File: src/rtl/uart_tx_fifo.sv
// Buffered UART transmitter: a DEPTH-word FIFO feeds a start/data/parity/stop serialiser; start bit leaves 1 cycle after a write to an idle block.
// No backpressure: a write while full is dropped and flagged on o_ovf for one cycle.

module fifo #(
   parameter int WIDTH = 8,
   parameter int DEPTH = 4
) (
   input  logic             clk,
   input  logic             rst_n,
   input  logic             wr_vld,
   input  logic [WIDTH-1:0] wr_dat,
   input  logic             rd_rdy,
   output logic [WIDTH-1:0] rd_dat,
   output logic             full,
   output logic             empty
);
   localparam int AW = $clog2(DEPTH);
   localparam logic [AW-1:0] PTR_ONE  = AW'(1);
   localparam logic [AW:0]   CNT_ONE  = (AW+1)'(1);
   localparam logic [AW:0]   CNT_FULL = (AW+1)'(DEPTH);

   logic [WIDTH-1:0] mem [DEPTH];
   logic [AW-1:0]    wr_ptr;
   logic [AW-1:0]    rd_ptr;
   logic [AW:0]      count;
   logic             push;
   logic             pop;

   // Full is judged on the current count, so a write racing a pop while full is still dropped.
   assign full   = (count == CNT_FULL);
   assign empty  = (count == '0);
   assign push   = wr_vld && !full;
   assign pop    = rd_rdy && !empty;
   assign rd_dat = mem[rd_ptr];

   always_ff @(posedge clk) begin
      if (!rst_n) begin
         wr_ptr <= '0;
         rd_ptr <= '0;
         count  <= '0;
      end else begin
         if (push) wr_ptr <= wr_ptr + PTR_ONE;
         if (pop)  rd_ptr <= rd_ptr + PTR_ONE;
         case ({push, pop})
            2'b10:   count <= count + CNT_ONE;
            2'b01:   count <= count - CNT_ONE;
            default: count <= count;
         endcase
      end
   end

   always_ff @(posedge clk) begin
      if (rst_n && push) mem[wr_ptr] <= wr_dat;
   end
endmodule

module uart_tx_fifo #(
   parameter int DIV       = 234,
   parameter int DATA_BITS = 8,
   parameter int PARITY    = 0,
   parameter int STOP_BITS = 1,
   parameter int DEPTH     = 4
) (
   input  logic                 i_clk,
   input  logic                 i_rst_n,
   input  logic [DATA_BITS-1:0] i_data,
   input  logic                 i_we,
   output logic                 o_data,
   output logic                 o_busy,
   output logic                 o_full,
   output logic                 o_empty,
   output logic                 o_ovf
);
   localparam int DW = $clog2(DIV);
   localparam int BW = $clog2(DATA_BITS);
   localparam logic [DW-1:0] DIV_LAST  = DW'(DIV - 1);
   localparam logic [DW-1:0] DIV_ONE   = DW'(1);
   localparam logic [BW-1:0] DATA_LAST = BW'(DATA_BITS - 1);
   localparam logic [BW-1:0] STOP_LAST = BW'(STOP_BITS - 1);
   localparam logic [BW-1:0] BIT_ONE   = BW'(1);

   typedef enum logic [2:0] {IDLE, START, DATA, PAR, STOP} state_t;

   state_t               state;
   state_t               state_nxt;
   logic [DW-1:0]        div_cnt;
   logic [BW-1:0]        bit_cnt;
   logic [DATA_BITS:0]   shreg;
   logic [DATA_BITS-1:0] head;
   logic                 pop;
   logic                 shift;
   logic                 bit_inc;
   logic                 tick;
   logic                 par_bit;

   fifo #(.WIDTH(DATA_BITS), .DEPTH(DEPTH)) u_fifo (
      .clk    (i_clk),
      .rst_n  (i_rst_n),
      .wr_vld (i_we),
      .wr_dat (i_data),
      .rd_rdy (pop),
      .rd_dat (head),
      .full   (o_full),
      .empty  (o_empty)
   );

   assign tick    = (div_cnt == DIV_LAST);
   assign par_bit = (PARITY == 1) ? ~^head : ^head;
   assign o_busy  = (state != IDLE);

   always_ff @(posedge i_clk) begin
      if (!i_rst_n) state <= IDLE;
      else          state <= state_nxt;
   end

   always_comb begin
      state_nxt = state;
      pop       = 1'b0;
      shift     = 1'b0;
      bit_inc   = 1'b0;
      o_data    = 1'b1;
      case (state)
         IDLE: begin
            if (!o_empty) begin
               pop       = 1'b1;
               state_nxt = START;
            end
         end
         START: begin
            o_data = 1'b0;
            if (tick) state_nxt = DATA;
         end
         DATA: begin
            o_data = shreg[0];
            if (tick) begin
               shift = 1'b1;
               if (bit_cnt == DATA_LAST) state_nxt = (PARITY != 0) ? PAR : STOP;
               else                      bit_inc   = 1'b1;
            end
         end
         PAR: begin
            // After DATA_BITS shifts the latched parity bit sits at the LSB.
            o_data = shreg[0];
            if (tick) state_nxt = STOP;
         end
         STOP: begin
            if (tick) begin
               if (bit_cnt != STOP_LAST) begin
                  bit_inc = 1'b1;
               end else if (!o_empty) begin
                  pop       = 1'b1;
                  state_nxt = START;
               end else begin
                  state_nxt = IDLE;
               end
            end
         end
         default: state_nxt = IDLE;
      endcase
   end

   always_ff @(posedge i_clk) begin
      if (!i_rst_n) begin
         div_cnt <= '0;
         bit_cnt <= '0;
         shreg   <= '1;
         o_ovf   <= 1'b0;
      end else begin
         o_ovf <= i_we && o_full;
         if (state_nxt != state || state == IDLE) begin
            div_cnt <= '0;
            bit_cnt <= '0;
         end else begin
            div_cnt <= tick ? '0 : div_cnt + DIV_ONE;
            if (bit_inc) bit_cnt <= bit_cnt + BIT_ONE;
         end
         if (pop)        shreg <= {par_bit, head};
         else if (shift) shreg <= {1'b1, shreg[DATA_BITS:1]};
      end
   end
endmodule

File: config.mk
export PLATFORM = sky130hd
export DESIGN_NAME = uart_tx_fifo
export DESIGN_NICKNAME = d
export VERILOG_FILES = /design/src/rtl/uart_tx_fifo.sv
export SDC_FILE = /design/constraint.sdc
export NUM_CORES = 1
export LEC_CHECK = 0
export ABC_AREA = 1
export CORE_MARGIN = 5
export CORE_UTILIZATION = 40
export DETAILED_ROUTE_END_ITERATION = 7
export GPL_TIMING_DRIVEN = 0
export PLACE_DENSITY = 0.61
export SLEW_MARGIN = 5
export SYNTH_ARGS = -nofsm -noshare
export SYNTH_HDL_FRONTEND = slang
export SYNTH_SLANG_ARGS = --single-unit
File: constraint.sdc
create_clock -name i_clk -period 5.3 [get_ports i_clk]
set_clock_uncertainty 0.15 [all_clocks]
set_input_delay 0.795 -clock i_clk [delete_from_list [all_inputs] [get_ports i_clk]]
set_output_delay 0.795 -clock i_clk [all_outputs]
set_load 0.005 [all_outputs]
==> summary.md <==
In this run the tightest slew margin relative to its limit is 46.52%. The critical path is of the reg2reg type. The power density relative to cell area is 498.2 nW/um^2. Sequential cells were found to cover 52.01% of the synthesized design area. The worst setup path is captured at a flop. Sorting the synthesized cells by how often they occur yields 116 x nand2_1, 33 x dfxtp_1, 33 x inv_1, 32 x edfxtp_1, 31 x nand3_1.

After routing, the total negative slack on setup checks comes to 0 ns. The tools report the total wirelength of the detailed-routed design as 5654 um. The number of flops mapped to enable cells by yosys was 32; the register share of total power was 36.4%.

After clock tree synthesis, the clock-pin slew on the worst setup and hold paths is 0.07 ns. The routed length per instance is 11.54 um, and the post-cts gate resize count is 0. At the pin with the least slew margin, the transition time is 0.7993 ns.

Counting flops and latches in the post-synthesis netlist gives 65. The mean instance size in the synthesized netlist was 8.709 um^2. Chip width: 98.29 um. After layout, the minimum clock period comes to 2.734 ns. From bottom edge to top edge, the die measures 98.29 um. The logs give 9 for the number of CTS-inserted buffers and 1.503 nW for the reported leakage power. The worst path meets setup with 2.566 ns of slack. Number of primary I/O pins: 16. Yosys attributes the largest share of cell area to edfxtp_1 31%, dfxtp_1 21%, nand2_1 14%, nand3_1 5.0%, ha_1 4.0%. The cell with the most instances after synthesis is nand2_1.

Setup violations remaining at the end of the flow were counted as 0. The post-route fraction of the period consumed by the critical path came out at 51.59%. The run gives 0 as the count of final hold-check violations. Data arrives at the worst endpoint at 2.80 ns. The die covers 9661 um^2. The first global-routing pass estimated 9867 um of wire. Once detail routing completed, the nets flagged for antenna violations numbered 0. On the worst path, the slowest cell contributes a delay of 0.39 ns.

For the portion of total power attributed to the clock network, the log shows 25.0%. The synthesized netlist occupies a cell area of 3118 um^2. The run gives 0 as the number of antenna violations at the first check in global routing.

For this run, design rule violations remaining after detail routing come to 0. The tools report the effective utilization at floorplan as 40.77%. In the final design database the tool counted 405 nets.

The first detailed-routing pass ran for 4 iterations. The run gives 4073 um as the post-detailed-placement half-perimeter wirelength. The worst hold path belongs to the class reg2reg. The fraction of registers with async set/reset works out to 0%. The design draws 0.001791 W. Cells fill 47.02% of the core in the end. Summed over all layers, the global routing overflow is 0.

The buffer depth of the longest clock path is 2. The post-route netlist has 12.37% of its cells at a drive strength greater than 1. The run gives 0 as the final max-slew violation count. The number of instances in the synthesized netlist is 358, and the post-synthesis to final-layout area growth is 15.33%. TritonCTS built the clock tree. The core region is 7647 um^2. For this design, the slowest cell found on the critical path is dfxtp_1. STA puts the critical path data required time at 5.37 ns. Clock tree synthesis found a total of 65 sinks. The max-capacitance violation count is 0.

In this run, the number of DRC markers left after iteration 0 of detailed routing was 88. The worst-case IR drop observed on VDD is 0.2450 mV. Once the clock tree was built, the setup fixing pass inserted 0 buffers. The share of total power dissipated in combinational logic is 38.6%. The count of buffers from port buffering is 14, and the number of H-tree branching levels is 3. The synthesized design spends more area on one cell type than any other, namely edfxtp_1. The clock root buffer master was clkbuf_8. The detailed-route via count was 2322. The critical path goes through ha_1, nand2_1, nor2_2, nand2_4, o21ai_2, nand2_2, clkinv_2, buf_6, ha_1, inv_1, fa_1, a21oi_1, o21ai_0, o21ai_0, a21oi_1. Derived from the worst setup path, the maximum achievable clock frequency is 0.3658 GHz. Synthesis instantiated 34 different standard cells from the library.

At the later pin of the worst-skew pair, clock insertion delay measures 0.33 ns. Summed over its instances, the top area cell type makes up 30.82% of the synthesized netlist area. Using the TritonRoute via totals, the vias-per-cell ratio works out to 4.739. The logs give 0.7929 for the placer's final routability congestion estimate and 490 for the final standard cell count with taps included and fillers excluded.

The reported net switching power is 0.0006625 W. The number of nets in the synthesized netlist is 380, and the total track usage is 12.60%. Setup repair after global routing left no endpoint under its margin. The number of diodes added for antenna fixing came out at 0. The share of total power consumed by net switching came out at 36.98%. The startpoint type of the worst setup path was a flop. The total of hold buffers inserted after clock tree synthesis is 0. The worst setup slack after placement was 2.338 ns; the design internal power was 0.001129 W.

Entering global routing, the biggest net connects 12 pins. During synthesis, Yosys emitted a total of 0 warnings. The flow ran to the end, and the final reports show no timing, DRC or antenna violations. The via count of the first global-routing pass was 2255; the highest net fanout along the worst path was 10.

The logs give 474 for the number of placed cells counting well taps and 32 for the row count. Among all flip-flop cells after synthesis, the most frequent one is dfxtp_1.
==> placed cells by master, fill, tap and decap left out, drive strengths merged, types with 2 or more instances in the layout <==
cell           instances
o2111ai                8
nand2                121
clkbuf                12
edfxtp                32
dfxtp                 33
ha                    10
xor2                   4
a21oi                 14
nor3                   6
xnor2                  3
bufinv                 2
clkdlybuf4s50         14
clkinv                 4
o211ai                 2
buf                    6
clkinvlp               2
inv                   40
o21ai                 11
nand3                 31
nor2                  28
nand4                  2
==> registers in the layout, summed over array words and instances, names as in the netlist, named ones only <==
signal,count
state,3
o_ovf,1
u_fifo.wr_ptr,2
u_fifo.mem,32
bit_cnt,3
u_fifo.count,3
div_cnt,8
u_fifo.rd_ptr,2
shreg,9
==> final timing paths <==
kind | from | end | slack [ns] | depth (start not counted)
hold reg to reg | u_fifo.rd_ptr[1]$_SDFFE_PN0N_ | flop | 0.32 | 2
hold / removal | u_fifo.rd_ptr[1]$_SDFFE_PN0N_ | flop | 0.32 | 2
setup reg to reg | div_cnt[0]$_SDFF_PP0_ | u_fifo.count[2]$_SDFFE_PN0P_ | 2.57 | 15
setup / recovery | div_cnt[0]$_SDFF_PP0_ | u_fifo.count[2]$_SDFFE_PN0P_ | 2.57 | 15
==> kinds of logic (layout without fill, tap and decap cells) <==
logic type,after synthesis,in the layout,share of synthesized area [%]
simple gates,189,189,26.89
flops,65,65,52.01
buf+inv,50,80,7.223
compound gates,36,36,7.263
fa+ha+maj,11,11,4.655
xor+xnor,7,7,1.966
==> critical path: cells and delay by family, from the launching register on <==
family,cells,cell delay [ns]
adder cells (fa/ha/maj),3,0.68
AND/OR/NAND/NOR,4,0.45
AO/OA/AOI/OAI,5,0.63
flip-flops,1,0.39
buffers and inverters,3,0.32
==> final cells by class <==
cell class,count,area [um^2]
clock buffer,10,127.6
inverter,42,166.4
tap,102,127.6
sequential,65,1622
buffer,8,58.81
clock inverter,6,82.58
multi-input combinational,243,1271
timing repair buffer,14,140.1
fill,720,4051
==> per-layer routing <==
layer / global-route usage [%] / part of all wire (%) / up-vias
li1: - / - / 1230
met1: 16.32 / 49 / 1053
met2: 20.07 / 47 / 29
met3: 2.571 / 2.2 / 10
met4: 6.092 / 2.1 / 0
met5: 0 / 0 / -
==> power groups by stage <==
stage | clock network (W) | logic [W] | registers, W
floorplan | 0 | 0.000528 | 0.000654
global placement | 0 | 0.000679 | 0.000662
detailed placement | 0 | 0.000693 | 0.000664
CTS | 0.000460 | 0.000699 | 0.000653
global route | 0.000475 | 0.000809 | 0.000663
finish | 0.000448 | 0.000692 | 0.000652
==> stage by stage <==
step                area (um^2)  hold WS, ns
finish                     3596       0.3201
global route               3596       0.3671
CTS                        3596       0.3223
detailed placement         3386       0.3129
global placement           3386       0.3085
floorplan                  3118       0.2922
Note: power is estimated with default switching activity, not from simulation.
